$ cat src/rtl/clock_set_ctrl.sv
`default_nettype none
// ----------------------------------------------------------------------------
// clock_set_ctrl: key-driven hh/mm/ss time-setting sequencer. Rev 1.0
// ----------------------------------------------------------------------------
module clock_set_ctrl #(
  parameter int unsigned REPEAT_DLY = 25_000_000,
  parameter int unsigned REPEAT_PER = 5_000_000,
  parameter int unsigned TIMEOUT    = 500_000_000,
  parameter int unsigned BLINK_HALF = 12_500_000
) (
  input  logic       clk,
  input  logic       rst,
  input  logic       key_mode,
  input  logic       key_up,
  input  logic       key_down,
  input  logic [7:0] cur_hh,
  input  logic [7:0] cur_mm,
  input  logic [7:0] cur_ss,
  output logic       ena,
  output logic       set,
  output logic [7:0] s_hh,
  output logic [7:0] s_mm,
  output logic [7:0] s_ss,
  output logic [1:0] edit_field,
  output logic       blink
);

  typedef enum logic [2:0] {RUN, SET_HH, SET_MM, SET_SS, LOAD} state_t;

  state_t      state_q;
  logic        mode_q, up_q, dn_q;
  logic [7:0]  e_hh_q, e_mm_q, e_ss_q;
  logic [7:0]  s_hh_q, s_mm_q, s_ss_q;
  logic        ena_q, set_q, blink_q;
  logic [1:0]  field_q;
  logic [31:0] up_cnt_q, dn_cnt_q, idle_q, blink_cnt_q;
  logic        up_rep_q, dn_rep_q;

  logic        mode_ev, up_ev, dn_ev, any_ev, in_edit;
  logic        up_tick, dn_tick, step_up, step_dn, step_both, step_one;
  logic [7:0]  fld_cur, fld_max, fld_d;

  always_comb begin
    mode_ev   = key_mode & ~mode_q;
    up_ev     = key_up & ~up_q;
    dn_ev     = key_down & ~dn_q;
    any_ev    = mode_ev | up_ev | dn_ev;
    in_edit   = (state_q == SET_HH) || (state_q == SET_MM) || (state_q == SET_SS);
    // A nonzero hold count means the key is held and armed for auto-repeat.
    up_tick   = key_up && (up_cnt_q != 32'd0) &&
                (up_rep_q ? (up_cnt_q == REPEAT_PER) : (up_cnt_q == REPEAT_DLY));
    dn_tick   = key_down && (dn_cnt_q != 32'd0) &&
                (dn_rep_q ? (dn_cnt_q == REPEAT_PER) : (dn_cnt_q == REPEAT_DLY));
    step_up   = in_edit && !mode_ev && (up_ev || up_tick);
    step_dn   = in_edit && !mode_ev && (dn_ev || dn_tick);
    step_both = step_up && step_dn;
    step_one  = step_up ^ step_dn;

    fld_cur = e_ss_q;
    fld_max = 8'd59;
    if (state_q == SET_HH) begin
      fld_cur = e_hh_q;
      fld_max = 8'd23;
    end else if (state_q == SET_MM) begin
      fld_cur = e_mm_q;
    end

    if (step_up)
      fld_d = (fld_cur >= fld_max) ? 8'd0 : fld_cur + 8'd1;
    else
      fld_d = (fld_cur == 8'd0) ? fld_max : fld_cur - 8'd1;
  end

  always_ff @(posedge clk) begin
    if (rst) begin
      state_q     <= RUN;
      mode_q      <= 1'b0;
      up_q        <= 1'b0;
      dn_q        <= 1'b0;
      e_hh_q      <= 8'd0;
      e_mm_q      <= 8'd0;
      e_ss_q      <= 8'd0;
      s_hh_q      <= 8'd0;
      s_mm_q      <= 8'd0;
      s_ss_q      <= 8'd0;
      ena_q       <= 1'b1;
      set_q       <= 1'b0;
      blink_q     <= 1'b0;
      field_q     <= 2'd0;
      up_cnt_q    <= 32'd0;
      dn_cnt_q    <= 32'd0;
      up_rep_q    <= 1'b0;
      dn_rep_q    <= 1'b0;
      idle_q      <= 32'd0;
      blink_cnt_q <= 32'd0;
    end else begin
      mode_q <= key_mode;
      up_q   <= key_up;
      dn_q   <= key_down;
      set_q  <= 1'b0;

      if (!in_edit || mode_ev || step_both || !key_up) begin
        up_cnt_q <= 32'd0;
        up_rep_q <= 1'b0;
      end else if (up_ev) begin
        up_cnt_q <= 32'd1;
        up_rep_q <= 1'b0;
      end else if (up_tick) begin
        up_cnt_q <= 32'd1;
        up_rep_q <= 1'b1;
      end else if (up_cnt_q != 32'd0) begin
        up_cnt_q <= up_cnt_q + 32'd1;
      end

      if (!in_edit || mode_ev || step_both || !key_down) begin
        dn_cnt_q <= 32'd0;
        dn_rep_q <= 1'b0;
      end else if (dn_ev) begin
        dn_cnt_q <= 32'd1;
        dn_rep_q <= 1'b0;
      end else if (dn_tick) begin
        dn_cnt_q <= 32'd1;
        dn_rep_q <= 1'b1;
      end else if (dn_cnt_q != 32'd0) begin
        dn_cnt_q <= dn_cnt_q + 32'd1;
      end

      case (state_q)
        RUN: begin
          ena_q       <= 1'b1;
          field_q     <= 2'd0;
          blink_q     <= 1'b0;
          idle_q      <= 32'd0;
          blink_cnt_q <= 32'd0;
          if (mode_ev) begin
            state_q <= SET_HH;
            ena_q   <= 1'b0;
            field_q <= 2'd1;
            e_hh_q  <= cur_hh;
            e_mm_q  <= cur_mm;
            e_ss_q  <= cur_ss;
          end
        end
        SET_HH, SET_MM, SET_SS: begin
          idle_q <= any_ev ? 32'd0 : idle_q + 32'd1;
          // Restarting blink on a step keeps the new value on screen.
          if (step_one) begin
            blink_cnt_q <= 32'd0;
            blink_q     <= 1'b0;
          end else if (blink_cnt_q == BLINK_HALF - 1) begin
            blink_cnt_q <= 32'd0;
            blink_q     <= ~blink_q;
          end else begin
            blink_cnt_q <= blink_cnt_q + 32'd1;
          end

          if (mode_ev) begin
            if (state_q == SET_SS) begin
              state_q <= LOAD;
              set_q   <= 1'b1;
              s_hh_q  <= e_hh_q;
              s_mm_q  <= e_mm_q;
              s_ss_q  <= e_ss_q;
              field_q <= 2'd0;
              blink_q <= 1'b0;
            end else begin
              state_q <= (state_q == SET_HH) ? SET_MM : SET_SS;
              field_q <= field_q + 2'd1;
            end
          end else if (!any_ev && idle_q == TIMEOUT - 1) begin
            state_q <= RUN;
            ena_q   <= 1'b1;
            field_q <= 2'd0;
            blink_q <= 1'b0;
          end else if (step_one) begin
            case (state_q)
              SET_HH:  e_hh_q <= fld_d;
              SET_MM:  e_mm_q <= fld_d;
              default: e_ss_q <= fld_d;
            endcase
          end
        end
        LOAD: begin
          state_q <= RUN;
          ena_q   <= 1'b1;
        end
        default: state_q <= RUN;
      endcase
    end
  end

  assign ena        = ena_q;
  assign set        = set_q;
  assign s_hh       = s_hh_q;
  assign s_mm       = s_mm_q;
  assign s_ss       = s_ss_q;
  assign edit_field = field_q;
  assign blink      = blink_q;

endmodule
`default_nettype wire

$ cat config.mk
export PLATFORM = sky130hd
export DESIGN_NAME = clock_set_ctrl
export DESIGN_NICKNAME = d
export VERILOG_FILES = /design/src/rtl/clock_set_ctrl.sv
export SDC_FILE = /design/constraint.sdc
export NUM_CORES = 1
export LEC_CHECK = 0
export CAP_MARGIN = 15
export CORE_ASPECT_RATIO = 1.1
export CORE_MARGIN = 8
export CORE_UTILIZATION = 35
export CTS_BUF_LIST = sky130_fd_sc_hd__clkbuf_8
export DETAILED_ROUTE_END_ITERATION = 8
export DONT_BUFFER_PORTS = 1
export PLACE_DENSITY = 0.59
export SYNTH_ARGS = -nofsm -noshare
export SYNTH_HDL_FRONTEND = slang
export SYNTH_SLANG_ARGS = --single-unit
$ cat constraint.sdc
create_clock -name clk -period 10.7 [get_ports clk]
set_input_delay 0.535 -clock clk [delete_from_list [all_inputs] [get_ports clk]]
set_output_delay 0.535 -clock clk [all_outputs]
set_load 0.005 [all_outputs]
Yosys cells after proc, flatten, opt, wreduce, memory -nomap -nowiden --
Cells that the tools add are included.
Word-level totals: bits of input ports 29, bits in registers 189, output and inout bits 29
Cells by class: eq/ne operators 19, reduce and logical (&&, ||, !) cells 46, order comparisons 1, muxes and demuxes 59, add/subtract/negate cells 7, bitwise operators 12
Operators by type and width (count):
- two-way mux 8 bit | 20
- adder 32 x 1 -> 32 bit, second input constant | 4
- case mux 32 bit (2 select lines) | 2
- two-way mux 32 bit | 3
- equality test 32 x 23 -> 1 bit, second input constant | 2
- equality test 32 x 25 -> 1 bit, second input constant | 2
- nonzero test 32 bit | 2
- case mux 8 bit (2 select lines) | 3
- equality test 32 x 24 -> 1 bit, second input constant | 1
- equality test 32 x 29 -> 1 bit, second input constant | 1
- two-way mux 1 bit | 19
- AND reduction 6 bit | 3
- != test 2 bit, second input constant | 8
- two-way mux 3 bit | 4
- OR reduction 3 bit | 4
- logical AND 1 bit | 9
- nonzero test 3 bit | 3
- adder 8 x 1 -> 8 bit, second input constant | 1
- greater-or-equal comparator 8 bit | 1
- zero test 8 bit | 1
- logical OR 1 bit | 8
- OR reduction 4 bit | 2
- subtractor 8 x 1 -> 8 bit, second input constant | 1
- equality test 3 x 2 -> 1 bit, second input constant | 2
- 20 further kinds | 38

Longest topological paths before layout --
Gate-level depths: netlist of the first run.
depth in word-level cells 11, mapped depth 15, mapped depth without buffers 14

Worst setup path after synthesis of the first run --
Ideal clock, no wire load.
kind reg-to-reg, start point register up_cnt_q[12], end point register e_hh_q[1], clock period less this slack 3663 ps, data required time 10614 ps, stages on the path, launching flop included 13, setup time 86 ps, slack 7037 ps, arrival time 3577 ps, path through dfxtp_1 -> or4_1 -> or4_1 -> a2111o_1 -> a21oi_2 -> buf_4 -> ha_1 -> clkbuf_1 -> a31oi_1 -> nor3_1 -> clkbuf_1 -> nor2_1 -> a211oi_1
On the way: cells in the longest elaborated chain, start to end 11
Ends and longest elaborated chain:
- start: declaration | RTL line 36 | logic [31:0] up_cnt_q, dn_cnt_q, idle_q, blink_cnt_q;
- start signal: assignment | RTL line 112 | up_cnt_q <= up_cnt_q + 32'd1;
- equality test 32 x 25 -> 1 bit (tied with other cells) | RTL line 51 | (up_rep_q ? (up_cnt_q == REPEAT_PER) : (up_cnt_q == REPEAT_DLY));
- two-way mux 1 bit or logical AND 1 bit (tied branches) | RTL line 51, 50
- logical AND 1 bit * | RTL line 50 | up_tick = key_up && (up_cnt_q != 32'd0) &&
- logical OR 1 bit * | RTL line 54 | step_up = in_edit && !mode_ev && (up_ev || up_tick);
- logical AND 1 bit * | RTL line 54
- two-way mux 8 bit | RTL line 68 | if (step_up)
- two-way mux 8 bit | RTL line 176 | case (state_q)
- two-way mux 8 bit | RTL line 175 | end else if (step_one) begin
- two-way mux 8 bit | RTL line 170 | end else if (!any_ev && idle_q == TIMEOUT - 1) begin
- two-way mux 8 bit | RTL line 157 | if (mode_ev) begin
- case mux 8 bit (2 select lines) | RTL line 128 | case (state_q)
- end signal: assignment | RTL line 139 | e_hh_q <= cur_hh;
- end signal: assignment | RTL line 177 | SET_HH: e_hh_q <= fld_d;
- end: declaration | RTL line 32 | logic [7:0] e_hh_q, e_mm_q, e_ss_q;
Mark *: on every way between the ends. The rest lies on a longest branch, timed or not. The select of a mux whose other input is x is not followed. A chain may end at the register's enable or synchronous reset.

Final worst setup path of the first run --
start point register state_q[0], end point register e_hh_q[3]
On the way: cells in the longest elaborated chain, start to end 11
Ends and longest elaborated chain:
- start: declaration | RTL line 30 | state_t state_q;
- start signal: assignment | RTL line 167 | state_q <= (state_q == SET_HH) ? SET_MM : SET_SS;
- equality test 3 x 2 -> 1 bit or equality test 3 x 1 -> 1 bit (tied branches)
- two-way mux 8 bit or logical OR 1 bit (tied branches) | RTL line 64, 48
- two-way mux 8 bit or logical OR 1 bit (tied branches) | RTL line 61, 48
- subtractor 8 x 1 -> 8 bit (tied with other cells) | RTL line 71 | fld_d = (fld_cur == 8'd0) ? fld_max : fld_cur - 8'd1;
- two-way mux 8 bit (tied with other cells) | RTL line 71
- two-way mux 8 bit | RTL line 68
- two-way mux 8 bit | RTL line 176
- two-way mux 8 bit | RTL line 175
- two-way mux 8 bit | RTL line 170
- two-way mux 8 bit | RTL line 157
- case mux 8 bit (2 select lines) | RTL line 128
Several ways; a longest one is shown, not always the timed one. The select of a mux whose other input is x is not followed.

==> flow_summary.toml, run 1 <==
[final_layout]
final_util_pct = 38.1
layout.nets = 1161
num_antenna_cells = 0
fin_area_um2 = 9860
nFillCells = 2750
area_growth_pct = 7.68
seqCellArea_um2 = 3780
multi_input_area_um2 = 5090
drive_above_1_share_pct = 4.58

[cts]
cts_resized = 0
ctsHtreeMaxLevel = 4
root_buffer = "clkbuf_8"
postCtsSetupRepairBufs = 0
cts.path.max_buffers = 2
worstSkewPairLatency_ps = 490
cts_made_buffers = 17
cts_sinks = 189
hold_buffers = 0
clk_pin_slew_ps = 110
cts_tree = "done"

[logic_synthesis]
postSynthCellCount = 1149
syn_nets = 1188
synth-async-reset-ratio_pct = 0
ys.flop_type = "dfxtp_1"
synth_cell_types = 66
synth_seq_area_share_pct = 41.3
syn_avg_cell_area_um2 = 7.97
synth-seq-cells = 189
yosysWarnings = 0
synth_edf_count = 0
synth_area_um2 = 9160

[sta]
layout_setup_ws_ps = 6600
setup_viol = 0
fin_crit_ps = 4100
fmax_ghz = 0.244
fin_crit_sh_pct = 38.3
drv_slew = 0
grt_setup_unrepaired = "no"
worstMarginPinSlew_ps = 1080
relSlewSlack_pct = 27.6
finalSetupTns_ps = 0
finalHoldViolCount = 0
fin_skew_ps = 24.1

[setup_path]
critical_path.cell_chain = "or2_1 > nand2_1 > a21oi_1 > inv_1 > ha_1 > a221oi_1 > o221ai_1 > a311oi_2 > nand2_2 > a221oi_1 > a211oi_2 > a311oi_1"
crit_required_ps = 11090
worstPathBufferInverterCount = 1
cp_slowest_cell = "dfxtp_1"
critPathLaunchType = "flop"
cp.arrival_ps = 4490
crit_top_cell = "a221oi_1"
crit_fanout = 27
critPathKind = "flop to flop"
critPathMaxStageDelay_ps = 870
cp-end-kind = "flop"
path_delay_family = "compound AO/OA/AOI/OAI gates"

[placement]
dpl_cell_area_um2 = 9440
gp_congestion = 0.899
place_ws_ps = 6510
portBuffers = 0
dp_hpwl_um = 16200

[detailed_routing]
drc_errors = 0
firstDrtPassIters = 5
detail-route-antenna-nets = 0
num_vias = 7786
dr.first_iter.drc_count = 597
wl_per_cell_um = 15.2
routed_wirelength_um = 22600
post_drt_via_cell_ratio = 5.24

[die]
die_y_um = 186
row_count = 62
initial_core_util_pct = 35.3
io_pins = 58
dieWidth_um = 170
core-area_um2 = 25900
die-area_um2 = 31600

[global_routing]
grt_max_degree = 82
use_met1_pct = 19.8
grt_pass1_wl_um = 37500
met3_usage_pct = 2.84
antenna_found_initial = 0
first_global_vias = 7209
grt_use_met2_pct = 22.7
top_usage_layer = "met2"
gr-total-overflow = 0
grt_usage_pct = 14.5

[job]
max-cap-violations = 0

[pwr]
p_leak_nw = 3.10
power.total_w = 0.00132
max-vdd-ir-drop_mv = 0.0522
power_density_nw_per_um2 = 134

[run_status]
status = "finished, final reports clean"

[min_path]
hp-class = "primary input to flop"
==> where the power goes <==
group | leakage [nW] | switching [W] | internal [W]
combinational | 1.37 | 0.0000792 | 0.0000459
clock | 0.202 | 0.000282 | 0.000180
sequential | 1.53 | 0.0000173 | 0.000715
==> cell families after synthesis <==
kind of cell,Yosys count,synth area share [%]
multiplexers,4,0.451
XOR/XNOR,102,9.75
AO/OA/AOI/OAI,188,13.5
adder cells (fa/ha/maj),10,1.37
AND/OR/NAND/NOR,580,30.5
buffers and inverters,76,3.16
flip-flops,189,41.3
==> cell usage after synthesis, drive strengths merged, types with 11 or more instances <==
master / count / area share, %
xor2: 53 / 5.1
nor4: 22 / 1.5
nand3: 62 / 3.4
clkbuf: 48 / 2.0
dfxtp: 189 / 41
and3: 23 / 1.6
nand2: 123 / 5.1
a21oi: 72 / 4.0
o21ai: 27 / 1.5
a311oi: 14 / 1.4
nand3b: 13 / 1.1
nand4: 29 / 2.0
nor3: 35 / 1.9
a211oi: 24 / 2.0
nor2b: 15 / 1.0
nor2: 193 / 7.9
inv: 24 / 0.98
or3: 11 / 0.75
xnor2: 49 / 4.7
==> worst paths after layout <==
check	from	endpoint	slack (ps)	cells past startpoint
setup / recovery	state_q[0]	e_hh_q[3]	6600	12
hold / removal	rst	s_mm[4]	130	1
hold reg to reg	s_ss[7]	s_ss[7]	480	2
setup reg to reg	state_q[0]	e_hh_q[3]	6600	12
==> layout by cell type (no fill, tap or decap), types with 6 or more instances in the layout <==
| cell type | synthesis | final |
|---|---|---|
| a311oi_1 | 13 | 13 |
| or4_1 | 9 | 9 |
| a21oi_1 | 70 | 70 |
| and3_1 | 23 | 23 |
| and4_1 | 7 | 7 |
| a31oi_1 | 6 | 6 |
| dfxtp_1 | 189 | 189 |
| o21ai_0 | 25 | 25 |
| clkbuf_8 | 0 | 18 |
| a211oi_1 | 23 | 23 |
| xor2_1 | 53 | 53 |
| and2_1 | 9 | 9 |
| nand4_1 | 29 | 29 |
| or3_1 | 11 | 11 |
| nor2b_1 | 15 | 15 |
| ha_1 | 10 | 10 |
| inv_1 | 24 | 24 |
| nor4_1 | 22 | 22 |
| nand3b_1 | 13 | 13 |
| xnor2_1 | 49 | 49 |
| nor2_1 | 193 | 193 |
| nand3_1 | 62 | 62 |
| nor3_1 | 35 | 34 |
| nand2_1 | 122 | 122 |
| nand2b_1 | 10 | 10 |
==> sequential cells by signal (all words and copies together), names as in the netlist, 3 cells and up <==
| name | flops |
|---|---|
| blink_cnt_q | 32 |
| dn_cnt_q | 32 |
| e_hh_q | 8 |
| e_mm_q | 8 |
| e_ss_q | 8 |
| idle_q | 32 |
| s_hh | 8 |
| s_mm | 8 |
| s_ss | 8 |
| state_q | 3 |
| up_cnt_q | 32 |
==> metrics by stage <==
step           hold WS [ps]  cells
3_3_place_gp            447   1453
4_1_cts                92.7   1485
3_5_place_dp            467   1453
6_report                131   1487
5_1_grt                76.9   1487
2_1_floorplan           433   1149
==> final cells by class <==
| cell class | count | share of cell area [%] |
|---|---|---|
| Clock buffer | 18 | 2.51 |
| Clock inverter | 14 | 1.51 |
| Inverter | 25 | 0.952 |
| Multi-Input combinational cell | 884 | 51.7 |
| Sequential cell | 189 | 38.4 |
| Tap cell | 352 | 4.47 |
| Timing Repair Buffer | 5 | 0.533 |
==> metal layers <==
| metal | share of wire [%] | vias to the layer above |
|---|---|---|
| met5 | 0 | - |
| met4 | 1.1 | 0 |
| met3 | 4.0 | 20 |
| met2 | 46 | 132 |
| met1 | 49 | 3648 |
| li1 | - | 3986 |
Power figures use the tool's default switching activity.
==> inputs of run 2 (changes only) <==
--- a/config.mk
+++ b/config.mk
@@ -12,7 +12,7 @@
 export CTS_BUF_LIST = sky130_fd_sc_hd__clkbuf_8
 export DETAILED_ROUTE_END_ITERATION = 8
 export DONT_BUFFER_PORTS = 1
-export PLACE_DENSITY = 0.59
+export PLACE_DENSITY = 0.61
 export SYNTH_ARGS = -nofsm -noshare
 export SYNTH_HDL_FRONTEND = slang
 export SYNTH_SLANG_ARGS = --single-unit
==> constraint.sdc (replaced) <==
create_clock -name clk -period 3.66 [get_ports clk]
set_input_delay 0.183 -clock clk [delete_from_list [all_inputs] [get_ports clk]]
set_output_delay 0.183 -clock clk [all_outputs]
set_load 0.005 [all_outputs]
==> flow_summary.toml, run 2 (same netlist as run 1, synthesis figures left out) <==
[pwr]
p_leak_nw = 3.30
max-vdd-ir-drop_mv = 0.205
power.total_w = 0.00391
power_density_nw_per_um2 = 380

[detailed_routing]
dr.first_iter.drc_count = 655
post_drt_via_cell_ratio = 5.24
drc_errors = 0
firstDrtPassIters = 5
detail-route-antenna-nets = 0
routed_wirelength_um = 23300
wl_per_cell_um = 15.1
num_vias = 8061

[final_layout]
final_common_cell = "nor2_1"
seqCellArea_um2 = 3780
final_cell_mix = "nor2_1 (193), dfxtp_1 (189), nand2_1 (122)"
drive_above_1_share_pct = 6.17
layout.nets = 1209
multi_input_area_um2 = 5090
area_growth_pct = 12.4
fin_area_um2 = 10300
final_util_pct = 39.7
nFillCells = 2695

[global_routing]
gr-total-overflow = 0
grt_usage_pct = 14.9
grt_pass1_wl_um = 38400
antenna_found_initial = 1
first_global_vias = 7475
grt_max_degree = 78

[sta]
worstMarginPinSlew_ps = 697
finalSetupTns_ps = 0
fin_crit_sh_pct = 91.5
fin_crit_ps = 3350
grt_setup_unrepaired = "no"
drv_slew = 0
setup_viol = 0
relSlewSlack_pct = 53.1
fmax_ghz = 0.298
finalHoldViolCount = 0
fin_skew_ps = 17.8

[cts]
cts_sinks = 189
cts.path.max_buffers = 2
cts_resized = 0
cts_tree = "done"
worstSkewPairLatency_ps = 470
cts_made_buffers = 17
ctsHtreeMaxLevel = 4
clk_pin_slew_ps = 100
root_buffer = "clkbuf_8"

[setup_path]
r2r_end = "e_mm_q[2]"
critical_path.cell_chain = "or4_1 > or4_1 > a2111o_1 > a21oi_2 > ha_1 > buf_4 > a41o_1 > and3_1 > a21oi_1 > o22ai_1"
worstPathBufferInverterCount = 1
cp.arrival_ps = 3690
cp_slowest_cell = "or4_1"
crit_fanout = 8
critPathMaxStageDelay_ps = 550
critPathLaunchType = "flop"
r2r_cells = 10
critPathKind = "flop to flop"
rr_startpoint = "up_cnt_q[12]"
path_delay_family = "simple AND/OR/NAND/NOR gates"
crit_top_cell = "or4_1"
crit_required_ps = 4000
cp-end-kind = "flop"
worstSetupStartpoint = "up_cnt_q[12]"
rrSetupSlack_ps = 310

[min_path]
worstHoldStart = "cur_mm[5]"
hp-class = "primary input to flop"
hold_end = "e_mm_q[5]"
worstHoldPathCells = 2

[job]
max-cap-violations = 0

[placement]
dp_hpwl_um = 16400
portBuffers = 0
gp_congestion = 0.901
dpl_cell_area_um2 = 9600

[die]
initial_core_util_pct = 35.3
dieWidth_um = 170
io_pins = 58
die_y_um = 186
row_count = 62
die-area_um2 = 31600
core-area_um2 = 25900

[run_status]
status = "finished, final reports clean"
-- run 2: changes by cell type in the layout (fill, tap and decap cells not counted), moves of 3 or more --
cell	previous run	this run
dlygate4sd3_1	0	25
buf_4	3	25
diode_2	0	3
clkinvlp_4	0	6
clkinv_8	3	0
-- run 2: layout make-up --
class / instances / area share, %
Clock buffer: 17 / 2.27
Sequential cell: 189 / 36.8
Antenna cell: 3 / 0.0729
Clock inverter: 15 / 1.39
Timing Repair Buffer: 53 / 4.81
Multi-Input combinational cell: 884 / 49.5
Tap cell: 352 / 4.28
Inverter: 25 / 0.912
-- run 2: power by group --
part	switching, W	internal [W]	total (W)
logic	0.000262	0.000174	0.000436
clock network	0.000794	0.000550	0.00134
registers	0.0000433	0.00209	0.00213
-- run 2: layer usage --
metal	global-route usage, %	up-vias	part of all wire (%)
met5	0	-	0
met4	4.42	0	1.5
met3	3.25	24	4.2
met2	23.2	168	46
met1	20.2	3790	48
li1	-	4079	-
-- run 2: worst register-to-register path, delay by kind of cell, from the launching register on --
| family | cells | cell delay (ps) |
|---|---|---|
| AO/OA/AOI/OAI | 5 | 1160 |
| adder cells (fa/ha/maj) | 1 | 270 |
| buffers and inverters | 1 | 170 |
| flip-flops | 1 | 360 |
| AND/OR/NAND/NOR | 3 | 1280 |
-- run 2: per-stage QoR --
stage	hold WS, ps	instances	worst slack, ps
after floorplan	299	1149	81.9
after global placement	276	1475	223
after detailed placement	274	1475	177
after CTS	1.54	1532	163
after global routing	5.75	1536	21.3
final	30.2	1538	310
-- run 2: how the worst max path moves through the flow --
stage | to | slack, ps | depth (start not counted)
final | e_mm_q[2] | 310 | 10
after global routing | e_hh_q[3] | 20 | 13
after CTS | blink_cnt_q[0] | 160 | 8
after detailed placement | blink_cnt_q[0] | 180 | 8
after global placement | blink_cnt_q[20] | 220 | 8
after floorplan | blink_cnt_q[20] | 80 | 12
-- run 2: repair_timing --
action	4_1_cts	5_1_grt
setup endpoints to repair	0	1
setup buffers	0	0
endpoints found under the hold margin	79	5
hold buffers	25	1
